### config.mk
export PLATFORM = sky130hd
export DESIGN_NAME = fixed_divider_seq_flat
export DESIGN_NICKNAME = d
export VERILOG_FILES = /design/src/rtl/fixed_divider_seq_if.sv /design/src/rtl/fixed_divider_seq.sv /design/src/flat_wrapper.sv
export SDC_FILE = /design/constraint.sdc
export NUM_CORES = 1
export LEC_CHECK = 0
export ABC_AREA = 1
export BUFFER_PORTS_ARGS = -buffer_cell sky130_fd_sc_hd__buf_2
export CORE_UTILIZATION = 40
export DETAILED_ROUTE_END_ITERATION = 8
export MAX_ROUTING_LAYER = met4
export PLACE_DENSITY = 0.63
export SLEW_MARGIN = 40
export SYNTH_ARGS = -nofsm -noshare
export SYNTH_HDL_FRONTEND = slang
export SYNTH_SLANG_ARGS = --single-unit
### constraint.sdc
create_clock -name clk -period 2.6 [get_ports clk]
set_input_delay 0.26 -clock clk [delete_from_list [all_inputs] [get_ports clk]]
set_output_delay 0.26 -clock clk [all_outputs]
set_load 0.01 [all_outputs]
### src/rtl/fixed_divider_seq_if.sv
// fixed_divider_seq_if: operand/result handshake bundle for fixed_divider_seq.
//   valid_i/ready_o       operand channel (a_i dividend, b_i divisor, signed Q16.16)
//   valid_o/ready_i       result channel  (z_o quotient, div_by_zero_o, overflow_o)
// Modports: master = producer/consumer side, slave = divider side.
interface fixed_divider_seq_if #(
    parameter int unsigned WIDTH = 32
);
    logic             valid_i;
    logic             ready_o;
    logic [WIDTH-1:0] a_i;
    logic [WIDTH-1:0] b_i;
    logic             valid_o;
    logic             ready_i;
    logic [WIDTH-1:0] z_o;
    logic             div_by_zero_o;
    logic             overflow_o;

    modport master (
        output valid_i, a_i, b_i, ready_i,
        input  ready_o, valid_o, z_o, div_by_zero_o, overflow_o
    );

    modport slave (
        input  valid_i, a_i, b_i, ready_i,
        output ready_o, valid_o, z_o, div_by_zero_o, overflow_o
    );
endinterface

### src/rtl/fixed_divider_seq.sv
// fixed_divider_seq: multi-cycle exact signed Q16.16 divider, z = a / b.
// Restoring radix-2, one quotient bit per clock over WIDTH+FRAC_BITS cycles,
// then one cycle to saturate/sign the result. b == 0 bypasses the iteration.
// Ports:
//   clk        clock, rising edge
//   reset_ni   asynchronous active-low reset
//   bus        fixed_divider_seq_if.slave (operand and result handshakes)
// Build option:
//   GRAPHITE_DIV_ROUND_EN  defined: round magnitude to nearest (ties up) before
//                          saturation; undefined: truncate toward zero.
module fixed_divider_seq #(
    parameter int unsigned WIDTH     = 32,
    parameter int unsigned FRAC_BITS = 16
) (
    input  logic               clk,
    input  logic               reset_ni,
    fixed_divider_seq_if.slave bus
);

    localparam int unsigned NW = WIDTH + FRAC_BITS;
    localparam int unsigned CW = $clog2(NW);

    localparam logic [WIDTH-1:0] POS_MAX = {1'b0, {(WIDTH-1){1'b1}}};
    localparam logic [WIDTH-1:0] NEG_MIN = {1'b1, {(WIDTH-1){1'b0}}};

    typedef enum logic [1:0] {
        S_IDLE,
        S_CALC,
        S_FIX,
        S_DONE
    } state_t;

    state_t           state;
    logic [CW-1:0]    cnt;
    logic [NW-1:0]    num;
    logic [WIDTH-1:0] den;
    logic [WIDTH-1:0] rem;
    logic [NW-1:0]    quo;
    logic             neg;
    logic             ready_q;
    logic             valid_q;
    logic [WIDTH-1:0] z_q;
    logic             dz_q;
    logic             ov_q;

    // Operand magnitudes; |most-negative| is exact as an unsigned value.
    logic [WIDTH-1:0] a_mag;
    logic [WIDTH-1:0] b_mag;
    logic             b_zero;

    always_comb begin
        a_mag  = bus.a_i[WIDTH-1] ? WIDTH'(-bus.a_i) : bus.a_i;
        b_mag  = bus.b_i[WIDTH-1] ? WIDTH'(-bus.b_i) : bus.b_i;
        b_zero = (bus.b_i == '0);
    end

    // One restoring step: shift in the next dividend bit, subtract if it fits.
    logic [WIDTH:0]   rem_sh;
    logic             sub_ok;
    logic [WIDTH-1:0] rem_next;

    always_comb begin
        rem_sh   = {rem, num[NW-1]};
        sub_ok   = (rem_sh >= {1'b0, den});
        rem_next = sub_ok ? WIDTH'(rem_sh - {1'b0, den}) : rem_sh[WIDTH-1:0];
    end

    // Final magnitude, saturation and sign application.
    logic [NW-1:0]    mag;
    logic             over;
    logic [WIDTH-1:0] z_fix;

    always_comb begin
`ifdef GRAPHITE_DIV_ROUND_EN
        // Remainder >= D/2 rounds the magnitude up (ties away from zero).
        mag = quo + NW'({rem, 1'b0} >= {1'b0, den});
`else
        mag = quo;
`endif
        over  = neg ? (mag > NW'(NEG_MIN)) : (mag > NW'(POS_MAX));
        z_fix = mag[WIDTH-1:0];
        if (over) begin
            z_fix = neg ? NEG_MIN : POS_MAX;
        end else if (neg) begin
            // Negating a zero magnitude yields +0 naturally.
            z_fix = WIDTH'(-mag[WIDTH-1:0]);
        end
    end

    // Control FSM and datapath registers.
    always_ff @(posedge clk or negedge reset_ni) begin
        if (!reset_ni) begin
            state   <= S_IDLE;
            cnt     <= '0;
            num     <= '0;
            den     <= '0;
            rem     <= '0;
            quo     <= '0;
            neg     <= 1'b0;
            ready_q <= 1'b1;
            valid_q <= 1'b0;
            z_q     <= '0;
            dz_q    <= 1'b0;
            ov_q    <= 1'b0;
        end else begin
            case (state)
                S_IDLE: begin
                    if (bus.valid_i && ready_q) begin
                        ready_q <= 1'b0;
                        neg     <= bus.a_i[WIDTH-1] ^ bus.b_i[WIDTH-1];
                        if (b_zero) begin
                            // Result is known now; valid_o follows one cycle later in DONE.
                            z_q   <= bus.a_i[WIDTH-1] ? NEG_MIN : POS_MAX;
                            dz_q  <= 1'b1;
                            ov_q  <= 1'b0;
                            state <= S_DONE;
                        end else begin
                            num   <= {a_mag, FRAC_BITS'(0)};
                            den   <= b_mag;
                            rem   <= '0;
                            quo   <= '0;
                            cnt   <= '0;
                            state <= S_CALC;
                        end
                    end
                end

                S_CALC: begin
                    rem <= rem_next;
                    quo <= {quo[NW-2:0], sub_ok};
                    num <= num << 1;
                    cnt <= cnt + CW'(1);
                    if (cnt == CW'(NW - 1)) begin
                        state <= S_FIX;
                    end
                end

                S_FIX: begin
                    z_q     <= z_fix;
                    ov_q    <= over;
                    dz_q    <= 1'b0;
                    valid_q <= 1'b1;
                    state   <= S_DONE;
                end

                S_DONE: begin
                    if (!valid_q) begin
                        valid_q <= 1'b1;
                    end else if (bus.ready_i) begin
                        // ready_o returns on the cycle after the result is taken.
                        valid_q <= 1'b0;
                        ready_q <= 1'b1;
                        state   <= S_IDLE;
                    end
                end

                default: begin
                    state <= S_IDLE;
                end
            endcase
        end
    end

    assign bus.ready_o       = ready_q;
    assign bus.valid_o       = valid_q;
    assign bus.z_o           = z_q;
    assign bus.div_by_zero_o = dz_q;
    assign bus.overflow_o    = ov_q;

endmodule
### src/flat_wrapper.sv
// flat-port wrapper written by rule: the top's interface ports become plain ports
module fixed_divider_seq_flat 
#(
    parameter int unsigned WIDTH     = 32,
    parameter int unsigned FRAC_BITS = 16
)
  (clk, reset_ni, bus_valid_i, bus_a_i, bus_b_i, bus_ready_i, bus_ready_o, bus_valid_o, bus_z_o, bus_div_by_zero_o, bus_overflow_o);
  fixed_divider_seq_if #(.WIDTH(WIDTH)) bus_i ();
  input  logic clk;
  input  logic reset_ni;
  input wire logic [$bits(bus_i.valid_i)-1:0] bus_valid_i;
  input wire logic [$bits(bus_i.a_i)-1:0] bus_a_i;
  input wire logic [$bits(bus_i.b_i)-1:0] bus_b_i;
  input wire logic [$bits(bus_i.ready_i)-1:0] bus_ready_i;
  output wire logic [$bits(bus_i.ready_o)-1:0] bus_ready_o;
  output wire logic [$bits(bus_i.valid_o)-1:0] bus_valid_o;
  output wire logic [$bits(bus_i.z_o)-1:0] bus_z_o;
  output wire logic [$bits(bus_i.div_by_zero_o)-1:0] bus_div_by_zero_o;
  output wire logic [$bits(bus_i.overflow_o)-1:0] bus_overflow_o;
  assign bus_i.valid_i = bus_valid_i;
  assign bus_i.a_i = bus_a_i;
  assign bus_i.b_i = bus_b_i;
  assign bus_i.ready_i = bus_ready_i;
  assign bus_ready_o = bus_i.ready_o;
  assign bus_valid_o = bus_i.valid_o;
  assign bus_z_o = bus_i.z_o;
  assign bus_div_by_zero_o = bus_i.div_by_zero_o;
  assign bus_overflow_o = bus_i.overflow_o;
  fixed_divider_seq #(.WIDTH(WIDTH), .FRAC_BITS(FRAC_BITS)) u_core (.clk(clk), .reset_ni(reset_ni), .bus(bus_i));
endmodule
After elaboration in Yosys (flattened, before gate mapping)
Cells that the tools add are included.
{ "classes": {"n_addsub": 5, "order_cmp": 3, "n_eq_ne": 10, "mux": 42, "bitwise_logic": 2, "reduce_logical": 13} }
{ "ops": {"columns": ["operator", "count"], "rows": [
  ["32-bit 2-to-1 mux", 11],
  ["48-bit 2-to-1 mux", 4],
  ["48-bit case mux with 2 select lines", 2],
  ["32-bit case mux with 2 select lines", 2],
  ["32-bit negator", 3],
  ["48-bit by 31-bit > comparator with 1-bit output, second input constant", 1],
  ["48-bit by 32-bit > comparator with 1-bit output, second input constant", 1],
  ["33-bit by 32-bit greater-or-equal comparator with 1-bit output", 1],
  ["32-bit zero test", 1],
  ["32-bit subtractor", 1],
  ["6-bit 2-to-1 mux", 2],
  ["6-bit case mux with 2 select lines", 1],
  ["1-bit 2-to-1 mux", 10],
  ["2-bit 2-to-1 mux", 5],
  ["3-bit AND reduction", 3],
  ["2-bit by 1-bit != test with 1-bit output, second input constant", 4],
  ["1-bit case mux with 2 select lines", 4],
  ["2-bit case mux with 4 select lines", 1],
  ["4-bit AND reduction", 2],
  ["2-bit nonzero test", 4],
  ["6-bit by 1-bit adder with 6-bit output, second input constant", 1],
  ["6-bit equality test, second input constant", 1],
  ["2-bit equality test, second input constant", 2],
  ["2-bit != test, second input constant", 2],
  ["6 further kinds", 6]
]} }
{ "word_totals": {"reg_bits": 205, "input_bits": 68, "output_inout_bits": 36, "wordCells": 87} }

Longest topological paths before layout
{ "depth": {"word_depth": 5, "ltp_mapped": 16, "mapped_depth_nobuf": 16} }

Least setup slack after synthesis
No wires, ideal clock.
{ "synth_timing": {"path_type": "register -> register", "from": "register u_core.rem[23]", "to": "register u_core.rem[3]", "setup_time_ns": 0.117, "arrival_time_ns": 1.867, "t_required_ns": 2.483, "setup_slack_ns": 0.615, "path_stages_with_launch": 13, "n_path_buf": 1, "synth_period_minus_slack_ns": 1.985, "path_cell_list": "dfrtp_1 -> ha_1 -> nand2_1 -> inv_1 -> a21oi_1 -> nand2_1 -> nand2_1 -> nand2_1 -> a21oi_4 -> buf_2 -> nand3b_1 -> nand3_1 -> nand2_1"} }
{ "synth_between": {"elab_chain_len": 3} }
{ "synth_rtl": {"columns": ["element", "line", "text"], "rows": [
  ["start: declaration", "fixed_divider_seq.sv:37", "logic [WIDTH-1:0] rem;"],
  ["start signal: assignment", "fixed_divider_seq.sv:129", "rem <= rem_next;"],
  ["33-bit by 32-bit greater-or-equal comparator with 1-bit output", "fixed_divider_seq.sv:64", "sub_ok = (rem_sh >= {1'b0, den});"],
  ["32-bit 2-to-1 mux", "fixed_divider_seq.sv:65", "rem_next = sub_ok ? WIDTH'(rem_sh - {1'b0, den}) : rem_sh[WIDTH-1:0];"],
  ["32-bit case mux with 2 select lines", "fixed_divider_seq.sv:106", "case (state)"]
]} }
No other way between the ends.
A chain may end at the register's enable or synchronous reset.

Worst setup path after layout
{ "layout_timing": {"from": "register u_core.state[0]", "to": "register u_core.quo[42], in the netlist u_core.mag[42]"} }
{ "layout_between": {"elab_chain_len": 3, "word_cells_on_any_way": 7, "classes_between": "eq/ne: 3; mux: 1; reduce/logical: 3"} }
{ "layout_rtl": {"columns": ["element", "line", "text"], "rows": [
  ["start: declaration", "fixed_divider_seq.sv:33", "state_t state;"],
  ["start signal: assignment", "fixed_divider_seq.sv:93", "state <= S_IDLE;"],
  ["start signal: assignment", "fixed_divider_seq.sv:116", "state <= S_DONE;"],
  ["start signal: assignment", "fixed_divider_seq.sv:123", "state <= S_CALC;"],
  ["2-bit zero test / 2-bit by 1-bit equality test with 1-bit output (equally long branches)", "fixed_divider_seq.sv:106", null],
  ["2-bit != test (no line), or another cell as far along", null, null],
  ["3-bit AND reduction (no line)", null, null],
  ["end signal: assignment", "fixed_divider_seq.sv:130", "quo <= {quo[NW-2:0], sub_ok};"],
  ["end: declaration", "fixed_divider_seq.sv:38", "logic [NW-1:0] quo;"]
]} }
Parallel ways exist; a longest one is shown, timed or not.

==> flow_metrics.py <==
metrics = {
    "die": {
        "placeableCoreArea_um2": 32800,
        "rows": 66,
        "die-area_um2": 34300,
        "die_h_um": 185,
        "initial_core_util_pct": 41.0,
        "ios": 104,
        "die_w_um": 185,
    },
    "final_layout": {
        "seqCellArea_um2": 4730,
        "multi_input_area_um2": 7290,
        "nFillCells": 3427,
        "area_growth_pct": 12.3,
        "fin_nets": 2221,
        "n_antenna_cell": 0,
        "stdcell_count": 2567,
        "drive_gt1_share_pct": 9.41,
    },
    "synth": {
        "synthFlopType": "dfrtp_1",
        "ys_types": 43,
        "synth_area_leaders": "dfrtp_1, nand2_1, inv_1",
        "synthCells": 2028,
        "syn_avg_cell_area_um2": 6.63,
        "yosys_warnings": 0,
        "synth_area_um2": 13400,
        "syn_nets": 2137,
        "ys_seq_area_share_pct": 35.2,
        "yosys-top-cells-count": "nand2_1, inv_1, dfrtp_1",
        "synth_largest_area_cell": "dfrtp_1",
        "post-synth-top-count-cell": "nand2_1",
        "synthArstFlopShare_pct": 100,
        "ys_ff_latch": 189,
        "synth_top_cell_area_share_pct": 35.0,
        "synth_edf_count": 0,
    },
    "critical_path": {
        "crit_chain": "inv_1 -> ha_1 -> inv_1 -> nor2_1 -> inv_1 -> nand3_2 -> nor2_4 -> buf_8 -> inv_2 -> buf_12 -> o22ai_1",
        "max_stage_delay_ps": 470,
        "worst-path-buf-inv": 6,
        "critical_path_arrival_ps": 2740,
        "cp_max_fo": 48,
        "worst_path_most_repeated_cell": "inv_1",
        "cp_data_required_time_ps": 2950,
        "critical-path-slowest-cell": "nor2_4",
        "crit_type": "reg2reg",
        "critPathCaptureType": "flop",
        "crit_family": "buffers and inverters",
        "start_kind": "flop",
    },
    "timing": {
        "max_freq_mhz": 420,
        "tns_ps": 0,
        "slew_violations": 0,
        "min_period_over_period_pct": 91.7,
        "rsz0062_at_grt": "false",
        "worst_slew_pin_slew_ps": 588,
        "slew_headroom_pct": 60.7,
        "finClkSkew_ps": 13.8,
        "hold_viol_final": 0,
        "setup_viol": 0,
        "fin_crit_ps": 2380,
    },
    "worst_hold_path": {
        "hp-class": "in2reg",
    },
    "detailed_routing": {
        "routedWlPerCell_um": 14.4,
        "antenna_left": 0,
        "drc": 0,
        "drtPass1Iterations": 5,
        "vias_per_cell": 5.02,
        "wirelength_mm": 37.0,
        "drt_iter0_drc": 892,
        "num_vias": 12900,
    },
    "grt": {
        "grt_pass1_wl_mm": 61.7,
        "grt_pass1_vias": 12100,
        "grt_overflow": 0,
        "grtUsageTotal_pct": 23.3,
        "antenna_found_initial": 0,
        "grt_max_degree": 60,
    },
    "cts": {
        "postCtsSetupBuffers": 0,
        "ctsRootBufferMaster": "clkbuf_16",
        "cts.path.max_buffers": 2,
        "clock_sinks": 189,
        "cts.htree.levels": 4,
        "cts_buffers": 17,
        "path_clk_slew_ps": 80,
        "cts_tree": "built",
        "clkLatencyLatePin_ps": 440,
    },
    "power": {
        "p_leak_nw": 8.24,
        "powerDensity_nw_per_um2": 1040,
        "ir_drop_mv": 0.532,
        "p_total_w": 0.0156,
    },
    "place": {
        "dp.cells": 2534,
        "gp_congestion": 0.966,
        "port_buffers": 103,
        "post-dp-hpwl_mm": 28.3,
    },
    "outcome": {
        "status": "complete, no violations",
    },
    "run": {
        "maxCapViolations": 0,
    },
}
## cell families after synthesis
group | after synthesis | synth area share, %
DFF | 189 | 35.2
xor gates and xnor gates | 72 | 4.69
AOI/OAI and AO/OA | 247 | 10.3
adders and majority gates | 41 | 3.87
and+or+nand+nor | 1133 | 35.4
buffers and inverters | 346 | 10.6
## per-stage QoR
stage	worst slack (ps)	hold WS [ps]	util [%]	cell area, um2
after global routing	2.42	152	46.0	15100
final	217	125	46.0	15100
after detailed placement	74.1	273	44.1	14400
after global placement	148	274	44.0	14400
after CTS	207	122	46.0	15100
after floorplan	615	-35.6	-	13400
## registers in the layout, indices dropped and copies added, names as in the netlist
| signal | flops |
|---|---|
| u_core.bus.overflow_o | 1 |
| u_core.bus.valid_o | 1 |
| u_core.mag | 48 |
| u_core.bus.div_by_zero_o | 1 |
| u_core.state | 2 |
| u_core.bus.z_o | 32 |
| u_core.rem | 32 |
| u_core.num | 32 |
| u_core.bus.ready_o | 1 |
| u_core.cnt | 6 |
| u_core.neg | 1 |
| u_core.den | 32 |
## placed cells by master, fill, tap and decap left out, drive strengths merged, types with 16 or more instances in the layout
| master | instances |
|---|---|
| a21oi | 46 |
| buf | 133 |
| clkbuf | 19 |
| dfrtp | 188 |
| ha | 40 |
| inv | 282 |
| nand2 | 696 |
| nand3 | 152 |
| nand3b | 32 |
| nand4 | 28 |
| nor2 | 192 |
| nor3 | 16 |
| o21ai | 126 |
| o22ai | 50 |
| xnor2 | 21 |
| xor2 | 51 |
## worst register-to-register path, delay by kind of cell, from the launching register on
kind            cells  cell delay (ps)
flops               1              420
buf+inv             6              810
compound gates      1              150
simple gates        3              670
fa+ha+maj           1              250
## final timing paths
check | from | endpoint | slack [ps] | cells past startpoint
worst max-delay path | u_core.state[0] | u_core.mag[42] | 220 | 11
min in group asynchronous | reset_ni | u_core.den[10] | 340 | 2
worst max register to register | u_core.state[0] | u_core.mag[42] | 220 | 11
worst min register to register | u_core.den[29] | u_core.den[29] | 490 | 2
max in group asynchronous | reset_ni | u_core.bus.z_o[27] | 1540 | 3
worst min-delay path | bus_b_i[0] | u_core.den[0] | 130 | 3
## cell type report
type                       instances  area share, %
clock buffer                      18           2.84
clock inverter                    14           1.33
inverter                         276           6.86
multi-input combinational       1493           48.3
sequential                       189           31.3
tap                              442           3.66
timing repair buffer             135           5.68
## layer usage
| metal | GRT usage [%] | vias up | share of wire [%] |
|---|---|---|---|
| met4 | 4.79 | 0 | 1.0 |
| met3 | 3.17 | 24 | 5.1 |
| met2 | 34.8 | 311 | 43 |
| li1 | - | 6596 | - |
| met5 | - | - | 0 |
| met1 | 33.4 | 5965 | 51 |
## report_power, final
part	internal [W]	switching, W	leakage (nW)	total (W)
Sequential	0.00384	0.000487	2.47	0.00433
Clock	0.00156	0.00129	0.301	0.00284
Combinational	0.00282	0.00565	5.47	0.00847
## timing repair
action                     4_1_cts  5_1_grt
hold buffers                     1        0
setup endpoints to repair        0       30
hold endpoints to repair        54        0
resized for setup                0        4
(Power assumes the default switching activity.)
